===== src/rtl/wb_out_serializer_pkg.sv =====
// ---------------------------------------------------------------------------
// wb_out_serializer_pkg
// Shared definitions for the writeback output serializer:
//   - ser_state_e : run-control state encoding (IDLE, RUN, DRAIN, DONE)
//   - DEF_*       : default values for the serializer parameters
// ---------------------------------------------------------------------------
package wb_out_serializer_pkg;

  localparam int DEF_DATA_W     = 25;
  localparam int DEF_FIFO_DEPTH = 8;
  localparam int DEF_ADDR_W     = 16;

  typedef enum logic [1:0] {
    ST_IDLE  = 2'd0,
    ST_RUN   = 2'd1,
    ST_DRAIN = 2'd2,
    ST_DONE  = 2'd3
  } ser_state_e;

endpackage


===== src/rtl/wb_dual_push_fifo.sv =====
// ---------------------------------------------------------------------------
// wb_dual_push_fifo
// Small register FIFO that can accept up to two words per cycle and deliver
// one. Word A is always written before word B; push_b must only be asserted
// together with push_a (the parent compacts a lone lane-1 word onto port A).
// The parent guarantees there is room for every word it pushes and never
// pops an empty FIFO.
// Ports:
//   clk, rst_n       : clock, asynchronous active-low reset
//   clear            : synchronous flush (pointers and count to zero)
//   push_a, data_a   : first word of the cycle
//   push_b, data_b   : second word of the cycle (lands behind data_a)
//   pop              : remove the head word
//   head             : current head word (register read, no input path)
//   count            : number of stored words, 0..DEPTH
// ---------------------------------------------------------------------------
module wb_dual_push_fifo #(
  parameter int DATA_W = 25,
  parameter int DEPTH  = 8,
  localparam int PTR_W = $clog2(DEPTH),
  localparam int CNT_W = PTR_W + 1
) (
  input  logic              clk,
  input  logic              rst_n,
  input  logic              clear,
  input  logic              push_a,
  input  logic [DATA_W-1:0] data_a,
  input  logic              push_b,
  input  logic [DATA_W-1:0] data_b,
  input  logic              pop,
  output logic [DATA_W-1:0] head,
  output logic [CNT_W-1:0]  count
);

  logic [DATA_W-1:0] mem [DEPTH];
  logic [PTR_W-1:0]  wr_ptr;
  logic [PTR_W-1:0]  wr_ptr_b;
  logic [PTR_W-1:0]  rd_ptr;

  // Second write slot sits directly behind the first; pointer wraps naturally.
  assign wr_ptr_b = wr_ptr + PTR_W'(1);
  assign head     = mem[rd_ptr];

  // Storage is reset too so the head reads zero out of reset.
  always_ff @(posedge clk or negedge rst_n) begin
    if (!rst_n) begin
      for (int i = 0; i < DEPTH; i++) mem[i] <= '0;
      wr_ptr <= '0;
      rd_ptr <= '0;
      count  <= '0;
    end else if (clear) begin
      wr_ptr <= '0;
      rd_ptr <= '0;
      count  <= '0;
    end else begin
      if (push_a) mem[wr_ptr]   <= data_a;
      if (push_b) mem[wr_ptr_b] <= data_b;
      wr_ptr <= wr_ptr + PTR_W'(push_a) + PTR_W'(push_b);
      rd_ptr <= rd_ptr + PTR_W'(pop);
      count  <= count + CNT_W'(push_a) + CNT_W'(push_b) - CNT_W'(pop);
    end
  end

endmodule


===== src/rtl/wb_out_serializer.sv =====
// ---------------------------------------------------------------------------
// wb_out_serializer
// Buffers the two-lane convolution writeback stream and serializes it onto a
// single-word ready/valid memory-write port with sequential addresses.
// Ports:
//   clk, rst_n            : clock, asynchronous active-low reset
//   start                 : pulse in IDLE; latches base_addr, flushes FIFO,
//                           clears word_cnt and overflow
//   base_addr             : first write address
//   in0_data/in0_valid    : lane-0 result (pushed first)
//   in1_data/in1_valid    : lane-1 result
//   end_op                : end of result stream (sampled in RUN only)
//   m_data/m_addr/m_valid : write request; m_ready accepts it
//   busy                  : high in RUN or DRAIN
//   done                  : one-cycle pulse once everything is written
//   overflow              : sticky flag, some input word was dropped
//   word_cnt              : words written since start (wraps)
// ---------------------------------------------------------------------------
module wb_out_serializer
  import wb_out_serializer_pkg::*;
#(
  parameter int DATA_W     = DEF_DATA_W,
  parameter int FIFO_DEPTH = DEF_FIFO_DEPTH,
  parameter int ADDR_W     = DEF_ADDR_W
) (
  input  logic              clk,
  input  logic              rst_n,
  input  logic              start,
  input  logic [ADDR_W-1:0] base_addr,
  input  logic [DATA_W-1:0] in0_data,
  input  logic              in0_valid,
  input  logic [DATA_W-1:0] in1_data,
  input  logic              in1_valid,
  input  logic              end_op,
  output logic [DATA_W-1:0] m_data,
  output logic [ADDR_W-1:0] m_addr,
  output logic              m_valid,
  input  logic              m_ready,
  output logic              busy,
  output logic              done,
  output logic              overflow,
  output logic [ADDR_W-1:0] word_cnt
);

  localparam int CNT_W = $clog2(FIFO_DEPTH) + 1;

  ser_state_e        state;
  logic [ADDR_W-1:0] base_q;
  logic [CNT_W-1:0]  count;
  logic [CNT_W-1:0]  slots;
  logic              pop;
  logic              clear;
  logic              take0;
  logic              take1;
  logic              push_a;
  logic              push_b;
  logic [DATA_W-1:0] word_a;
  logic              drop;

  assign m_valid = (count != '0);
  assign pop     = m_valid & m_ready;
  assign clear   = (state == ST_IDLE) && start;
  assign m_addr  = base_q + word_cnt;

  // A word leaving this cycle frees its slot for an incoming word.
  assign slots = CNT_W'(FIFO_DEPTH) - count + CNT_W'(pop);

  // Inputs are only accepted in RUN (including the end_op cycle). A lone
  // lane-1 word is steered onto port A so it is stored as a single word;
  // when room runs short the earlier word (lane 0) wins.
  assign take0  = (state == ST_RUN) && in0_valid;
  assign take1  = (state == ST_RUN) && in1_valid;
  assign word_a = take0 ? in0_data : in1_data;
  assign push_a = (take0 || take1) && (slots != '0);
  assign push_b = take0 && take1 && (slots >= CNT_W'(2));
  assign drop   = ((take0 || take1) && !push_a) || (take0 && take1 && !push_b);

  wb_dual_push_fifo #(
    .DATA_W (DATA_W),
    .DEPTH  (FIFO_DEPTH)
  ) u_fifo (
    .clk    (clk),
    .rst_n  (rst_n),
    .clear  (clear),
    .push_a (push_a),
    .data_a (word_a),
    .push_b (push_b),
    .data_b (in1_data),
    .pop    (pop),
    .head   (m_data),
    .count  (count)
  );

  // Run control with registered busy/done, plus the per-run bookkeeping
  // (latched base, written-word counter, sticky overflow).
  always_ff @(posedge clk or negedge rst_n) begin
    if (!rst_n) begin
      state    <= ST_IDLE;
      busy     <= 1'b0;
      done     <= 1'b0;
      base_q   <= '0;
      word_cnt <= '0;
      overflow <= 1'b0;
    end else begin
      if (clear) begin
        base_q   <= base_addr;
        word_cnt <= '0;
        overflow <= 1'b0;
      end else begin
        if (pop)  word_cnt <= word_cnt + ADDR_W'(1);
        if (drop) overflow <= 1'b1;
      end

      unique case (state)
        ST_IDLE: begin
          if (start) begin
            state <= ST_RUN;
            busy  <= 1'b1;
          end
        end
        ST_RUN: begin
          if (end_op) state <= ST_DRAIN;
        end
        ST_DRAIN: begin
          if (count == '0) begin
            state <= ST_DONE;
            busy  <= 1'b0;
            done  <= 1'b1;
          end
        end
        ST_DONE: begin
          state <= ST_IDLE;
          done  <= 1'b0;
        end
        default: begin
          state <= ST_IDLE;
          busy  <= 1'b0;
          done  <= 1'b0;
        end
      endcase
    end
  end

endmodule

===== config.mk =====
export PLATFORM = sky130hd
export DESIGN_NAME = wb_out_serializer
export DESIGN_NICKNAME = d
export VERILOG_FILES = /design/src/rtl/wb_out_serializer_pkg.sv /design/src/rtl/wb_dual_push_fifo.sv /design/src/rtl/wb_out_serializer.sv
export SDC_FILE = /design/constraint.sdc
export NUM_CORES = 1
export LEC_CHECK = 0
export BUFFER_PORTS_ARGS = -buffer_cell sky130_fd_sc_hd__buf_2
export CAP_MARGIN = 25
export CORE_MARGIN = 2
export CORE_UTILIZATION = 51
export DETAILED_ROUTE_END_ITERATION = 8
export MAX_ROUTING_LAYER = met4
export PLACE_DENSITY_LB_ADDON = 0.05
export SYNTH_ARGS = -nofsm -noshare
export SYNTH_HDL_FRONTEND = slang
export SYNTH_SLANG_ARGS = --single-unit

===== constraint.sdc =====
create_clock -name clk -period 7.15 [get_ports clk]
set_input_delay 0 -clock clk [delete_from_list [all_inputs] [get_ports clk]]
set_output_delay 0 -clock clk [all_outputs]
set_load 0.01 [all_outputs]

# Yosys cells after proc, flatten, opt, wreduce, memory -nomap -nowiden
# Index checks and enable logic that the tools add are counted.
[totals] ff_bits=247 wordCells=98
[classes] add_sub_neg=11 magnitude_cmp=6 eq_ne=6 muxes=29 bitwise=4 reduce_logical=25
[op_table] op="$mux W200" count=3
[op_table] op="$bwmux W200" count=2
[op_table] op="$demux W25 S3" count=2
[op_table] op="$mux W25" count=5
[op_table] op="$bmux W25 S3" count=1
[op_table] op="$mux W16" count=2
[op_table] op="$add A16 B1 Y16 const B" count=1
[op_table] op="$add A16 B16 Y16" count=1
[op_table] op="$add A4 B1 Y4" count=3
[op_table] op="$ge A4 B4 Y1 const B" count=3
[op_table] op="$not A3 Y4" count=3
[op_table] op="$logic_and A1 B1 Y1" count=10
[op_table] op="$add A3 B1 Y3" count=3
[op_table] op="$lt A4 B1 Y1 const B" count=2
[op_table] op="$pmux W2 S4" count=1
[op_table] op="$reduce_bool A2 Y1" count=4
[op_table] op="$reduce_bool A4 Y1" count=2
[op_table] op="$mux W2" count=3
[op_table] op="$mux W3" count=2
[op_table] op="$ne A2 B2 Y1 const B" count=3
[op_table] op="$reduce_and A3 Y1" count=2
[op_table] op="$mux W1" count=5
[op_table] op="$eq A2 B2 Y1 const B" count=2
[op_table] op="$ge A4 B2 Y1 const B" count=1
[op_table] op="other kinds (12)" count=15

# Logic depth before layout (Yosys ltp)
[depth] depth_word=10 mapped_depth=21 ltp_nobuf=19

# Modules after synthesis
# Synthesis repeated with hierarchy kept, for this count alone.
[unflattened] cells_unflattened=1393 area_unflattened_um2=13814.5
[modules_own_cells] mod="wb_dual_push_fifo" n_inst=1 cells_each=1083 area_each_um2=10836.6 seq_area_each_um2=5255.0
[modules_own_cells] mod="wb_out_serializer" n_inst=1 cells_each=310 area_each_um2=2977.9 seq_area_each_um2=925.9

# Worst setup path before layout
# OpenSTA, ideal clock, no wires.
[synth_path] path_type="register to register" from="reg u_fifo.count[3]" to="reg u_fifo.count[2]" setup_ns=0.132 arrival_ns=4.318 required_time_ns=7.018 slack_ns=2.700 path_stages_with_launch=20 n_path_buf=2 path_cell_list="dfrtp_1 inv_1 ha_1 or3b_2 clkbuf_1 nand2_1 ha_1 inv_1 ha_1 xnor2_1 or2_0 buf_4 nor2_1 nor3b_1 inv_1 ha_1 fa_1 fa_1 xnor2_1 nor2_1"
[synth_between] elab_chain_len=9
[synth_rtl] item="start, declared" line_no="wb_dual_push_fifo.sv:32" source="output logic [CNT_W-1:0] count"
[synth_rtl] item="start signal, assigned" line_no="wb_dual_push_fifo.sv:60" source="count <= count + CNT_W'(push_a) + CNT_W'(push_b) - CNT_W'(pop);"
[synth_rtl] item="$reduce_bool A4 Y1 (*)" line_no="wb_out_serializer.sv:60" source="assign m_valid = (count != '0);"
[synth_rtl] item="named net m_valid" line_no="wb_out_serializer.sv:37" source="output logic m_valid,"
[synth_rtl] item="$and A1 B1 Y1 (*)" line_no="wb_out_serializer.sv:61" source="assign pop = m_valid & m_ready;"
[synth_rtl] item="$add A4 B1 Y4" line_no="wb_out_serializer.sv:66" source="assign slots = CNT_W'(FIFO_DEPTH) - count + CNT_W'(pop);"
[synth_rtl] item="$reduce_bool A4 Y1" line_no="wb_out_serializer.sv:74" source="assign push_a = (take0 || take1) && (slots != '0);"
[synth_rtl] item="$logic_and A1 B1 Y1" line_no="wb_out_serializer.sv:74"
[synth_rtl] item="$add A4 B1 Y4 (2 in series)" line_no="wb_dual_push_fifo.sv:60"
[synth_rtl] item="$sub A4 B1 Y4 (*)" line_no="wb_dual_push_fifo.sv:60"
[synth_rtl] item="$mux W4 (*)" line_no="wb_dual_push_fifo.sv:51" source="end else if (clear) begin"
# Mark *: on every way through the listed nets, which the timed path passes. The rest lies on a longest branch.
# A chain may end at the register's enable or synchronous reset.

# Worst setup path in the final report
[layout_path] from="reg u_fifo.count[3]" to="reg u_fifo.count[2]"
[layout_between] elab_chain_len=9
[layout_rtl] item="branches (longest 7 deep; another with $sub A4 B4 Y4)"
[layout_rtl] item="$sub A4 B1 Y4 (*)" line_no="wb_dual_push_fifo.sv:60"
[layout_rtl] item="$mux W4 (*)" line_no="wb_dual_push_fifo.sv:51"
# Mark *: on every way between the ends.

==> impl.org <==
** Run status
- Status :: finished with violations
- Failing checks :: hold timing

** Logic synthesis
- In this run the biggest area consumer among cell types represents about 44% of the synthesized area.
- Area contributors post-synth :: sky130_fd_sc_hd__dfrtp_1 44%, sky130_fd_sc_hd__o221a_2 13%, sky130_fd_sc_hd__mux4_2 8.0%
- Yosys printed 0 warnings.
- Counting every net in the synthesized netlist gives 1,365.
- Post-synthesis sequential area ratio :: 44.0%
- Number of synthesized flops with an enable pin :: 0
- Synthesized instance count :: ~1.3k
- Fraction of registers with async set/reset :: 100%
- Netlist area before placement :: approximately 0.014 sq mm
- A synthesized cell averages approximately 11 sq um.
- Synth Flop Type :: sky130_fd_sc_hd__dfrtp_1
- The synthesized design contains between 200 and 250 register bits.
- Distinct cell type count after synthesis :: 57
- Library cell with the largest summed area after synthesis :: sky130_fd_sc_hd__dfrtp_1

** Global routing
- For met1 alone, demand over resource in global routing was 45.9%.
- Global-route congestion overflow total :: 0
- Global routing consumed, on the met2 layer, 48.1% of the routing resources.
- Largest net degree at the start of global routing :: around 170
- The number of global-route vias before repair came to 11.3k.
- Wire length of the first global-routing pass :: 68,200 um
- The initial antenna violation count is 0.
- Busiest metal layer after global routing :: met2
- GR met3 Demand/Resource :: 4.88%
- Global routing consumed, over all layers together, 31.9% of the routing resources.

** Power
- Summed over all cells, the static leakage comes to 6.91 nW.
- IR drop worst, VDD :: 0.334 mV
- Power spread over the standard cell area amounts to 442 mW/mm^2.

** Routing
- The detailed router placed 11.5k vias in this run.
- Detail-routed via count per cell :: around 6.6
- After detailed routing, the number of remaining DRC violations is 0.
- Iteration count of the initial detailed-routing pass :: 8
- Antenna viol nets, final :: 0
- The first routing iteration left 1,275 violations.
- DRT Wirelength :: 44,600 um
- Wire length per cell :: 25.6 um

** Final layout
- Number of nets in the final layout :: 1,487
- The multi-input combinational cells in the finished layout cover a total of 0.00715 sq mm.
- The area growth from synthesis to layout is 16.8%.
- The number of antenna diodes in the final layout is 0.
- In the final layout, the share of cells above drive strength 1 is 34.3%.
- Final design area excluding fillers :: roughly 0.016 sq mm
- Fill cell count :: between 2k and 2.5k
- Seq. cell area :: 0.00619 sq mm

** Placement
- The congestion estimate from routability-driven global placement came to 0.832.
- Port Buf Inserts :: 133
- Placed cell areas :: approximately 0.015 sq mm
- Final HPWL from detailed placement :: 24,600 um

** Die
- The initial utilization of the core area, before any placement, comes to about 52%.
- 134 I/O pins were placed.
- Standard-cell rows :: 60
- Die area :: 0.0289 sq mm
- Die boundary height :: between 150 and 200 um
- From left edge to right edge, the die measures 170 um.
- The core region is approximately 0.027 sq mm.

** STA
- Number of setup violations in the final report :: 0
- Aggregate negative setup slack :: 0 ns
- Worst hold slack :: -0.0135 ns
- Setup repair after global routing left no endpoint under its margin.
- Derived from the worst setup path, the maximum achievable clock frequency is roughly 0.20 GHz.
- The total count of max-transition violations in the final report came to 0.
- Number of failing hold endpoints at the final stage :: 5
- Tmin final :: approximately 5.0 ns
- Worst Tran Pin Value :: 1.16 ns
- Worst setup skew after layout :: 0.0132 ns
- Max_slew headroom :: a little under a quarter
- The final critical path takes up a little over two thirds of the cycle.

** CTS
- Buffers inserted during clock tree synthesis total 30.
- Clock-pin slew on the worst setup and hold paths :: 0.06 ns
- Maximum level of the CTS H-tree :: 1
- The root buffer cell chosen for the clock tree is sky130_fd_sc_hd__clkbuf_16.
- Clock tree from TritonCTS :: built
- Latest clock arrival within the worst-skew pair :: 0.57 ns
- TritonCTS Sinks :: roughly 250
- Post-CTS Setup Inserts :: 0
- Max Root-Sink Buffers :: 3

** Worst setup path
- In this run the worst path has a maximum fanout of 11.
- STA classifies the critical path endpoint as a flop.
- For the worst setup path, the data required time is approximately 7.6 ns.
- Worst Path Arrival :: 5.42 ns
- The critical path is of the flop to flop type.
- The worst setup path is launched from a flop.

** Flow run
- The tool flagged a number of max-cap violations equal to 0.

** Min path
- The worst hold path belongs to the class input pin to asynchronous set/reset pin.
metal layers:
layer	vias to the layer above	share of wire, %
li1	5031	-
met1	5797	45
met2	554	45
met3	81	7.9
met4	0	2.1
met5	-	0
critical path, stage by stage, from the launching register on:
cell	delay, ns
sky130_fd_sc_hd__dfrtp_1	0.43
sky130_fd_sc_hd__inv_1	0.18
sky130_fd_sc_hd__ha_1	0.17
sky130_fd_sc_hd__or3b_2	0.58
sky130_fd_sc_hd__nand2_1	0.19
sky130_fd_sc_hd__ha_1	0.25
sky130_fd_sc_hd__inv_1	0.06
sky130_fd_sc_hd__ha_1	0.19
sky130_fd_sc_hd__xnor2_1	0.27
sky130_fd_sc_hd__or2_0	0.64
sky130_fd_sc_hd__nor2_1	0.12
sky130_fd_sc_hd__nor3b_1	0.34
sky130_fd_sc_hd__inv_1	0.08
sky130_fd_sc_hd__ha_1	0.31
sky130_fd_sc_hd__fa_1	0.42
sky130_fd_sc_hd__fa_1	0.42
sky130_fd_sc_hd__xnor2_1	0.15
sky130_fd_sc_hd__nor2_1	0.05
report_power, final:
part,internal [mW],leakage [nW],total [mW],switching [mW]
Combinational,1.59,3.33,3.16,1.57
Sequential,2.00,3.08,2.46,0.458
Clock,0.988,0.505,1.62,0.630
cells in the mapped netlist, types with 3 or more instances:
library cell and instances:
sky130_fd_sc_hd__fa_1 4, sky130_fd_sc_hd__nand3_1 18, sky130_fd_sc_hd__a211oi_1 25, sky130_fd_sc_hd__xnor2_1 19, sky130_fd_sc_hd__o221a_1 39, sky130_fd_sc_hd__a21o_1 4, sky130_fd_sc_hd__a21oi_1 15, sky130_fd_sc_hd__xor2_1 10
sky130_fd_sc_hd__nor4_1 6, sky130_fd_sc_hd__ha_1 31, sky130_fd_sc_hd__a221oi_1 3, sky130_fd_sc_hd__o211ai_2 7, sky130_fd_sc_hd__mux4_2 50, sky130_fd_sc_hd__dfrtp_1 247, sky130_fd_sc_hd__buf_1 30, sky130_fd_sc_hd__o221a_2 161
sky130_fd_sc_hd__nand2_1 270, sky130_fd_sc_hd__inv_1 32, sky130_fd_sc_hd__mux2_2 25, sky130_fd_sc_hd__nand4_1 12, sky130_fd_sc_hd__nor2_1 31, sky130_fd_sc_hd__buf_4 7, sky130_fd_sc_hd__and4_1 4, sky130_fd_sc_hd__o21ai_4 8
sky130_fd_sc_hd__and3_1 27, sky130_fd_sc_hd__clkbuf_1 40, sky130_fd_sc_hd__and2_1 6, sky130_fd_sc_hd__nor2b_1 7, sky130_fd_sc_hd__or3_1 7, sky130_fd_sc_hd__nor3_1 13, sky130_fd_sc_hd__o21ai_0 16, sky130_fd_sc_hd__a31oi_1 6
sky130_fd_sc_hd__a31oi_2 5, sky130_fd_sc_hd__buf_6 13, sky130_fd_sc_hd__o31ai_1 5, sky130_fd_sc_hd__buf_2 28
state kept, by name, indices dropped and copies added (netlist names):
register	cells
base_q	16
busy	1
done	1
overflow	1
state	2
u_fifo.count	4
u_fifo.mem	200
u_fifo.rd_ptr	3
u_fifo.wr_ptr	3
word_cnt	16
cells by family after synthesis:
kind of cell	Yosys count	synth area share, %
AOI/OAI and AO/OA	307	22.3
xor gates and xnor gates	31	2.20
adders and majority gates	36	3.41
buffers and inverters	150	5.14
DFF	247	44.0
muxes	77	10.2
and+or+nand+nor	409	12.8
final cells by class:
type	count	share of cell area [%]
Clock buffer	38	5.01
Clock inverter	15	1.36
Inverter	32	0.733
Multi-Input combinational cell	860	43.6
Sequential cell	247	37.7
Tap cell	341	2.60
Timing Repair Buffer	208	8.93
repair_timing:
action / 4_1_cts / 5_1_grt
hold buffers: 46 / 0
endpoints found under the hold margin: 304 / 0
endpoints found under the setup margin: 0 / 0
gates resized for setup: 0 / 0
cell usage in the layout, fill, tap and decap left out, types with 13 or more instances in the layout:
| cell type | netlist | layout |
|---|---|---|
| sky130_fd_sc_hd__o21ai_0 | 16 | 16 |
| sky130_fd_sc_hd__xnor2_1 | 19 | 19 |
| sky130_fd_sc_hd__and3_1 | 27 | 27 |
| sky130_fd_sc_hd__nand2_1 | 270 | 270 |
| sky130_fd_sc_hd__buf_4 | 7 | 22 |
| sky130_fd_sc_hd__o221a_1 | 39 | 39 |
| sky130_fd_sc_hd__mux2_2 | 25 | 25 |
| sky130_fd_sc_hd__a211oi_1 | 25 | 25 |
| sky130_fd_sc_hd__clkbuf_16 | 0 | 30 |
| sky130_fd_sc_hd__o221a_2 | 161 | 161 |
| sky130_fd_sc_hd__nor2_1 | 31 | 31 |
| sky130_fd_sc_hd__mux4_2 | 50 | 50 |
| sky130_fd_sc_hd__inv_1 | 32 | 32 |
| sky130_fd_sc_hd__dfrtp_1 | 247 | 245 |
| sky130_fd_sc_hd__nand3_1 | 18 | 18 |
| sky130_fd_sc_hd__buf_2 | 28 | 133 |
| sky130_fd_sc_hd__nor3_1 | 13 | 13 |
| sky130_fd_sc_hd__dlygate4sd3_1 | 0 | 46 |
| sky130_fd_sc_hd__a21oi_1 | 15 | 15 |
| sky130_fd_sc_hd__ha_1 | 31 | 31 |
path summary, 6_finish.rpt:
check,from,to,slack [ns],depth (start not counted)
setup / recovery,u_fifo.count[3],u_fifo.count[2],2.15,17
hold / removal,rst_n,u_fifo.mem[93],-0.01,2
setup reg to reg,u_fifo.count[3],u_fifo.count[2],2.15,17
hold reg to reg,base_q[4],base_q[4],0.48,2
max in group asynchronous,rst_n,u_fifo.rd_ptr[0],5.75,3
min in group clk,in0_data[8],u_fifo.mem[158],0.04,5
through the flow:
stage               cells  util (%)  setup slack [ns]  total power, mW
floorplan            1257         -              2.70             4.68
global placement     1636      54.7              2.26             5.51
detailed placement   1637      54.8              2.18             5.58
CTS                  1736      60.4              2.17             7.23
global route         1741      60.8              1.81             7.65
finish               1741      60.8              2.15             7.24
(Power assumes the default switching activity.)
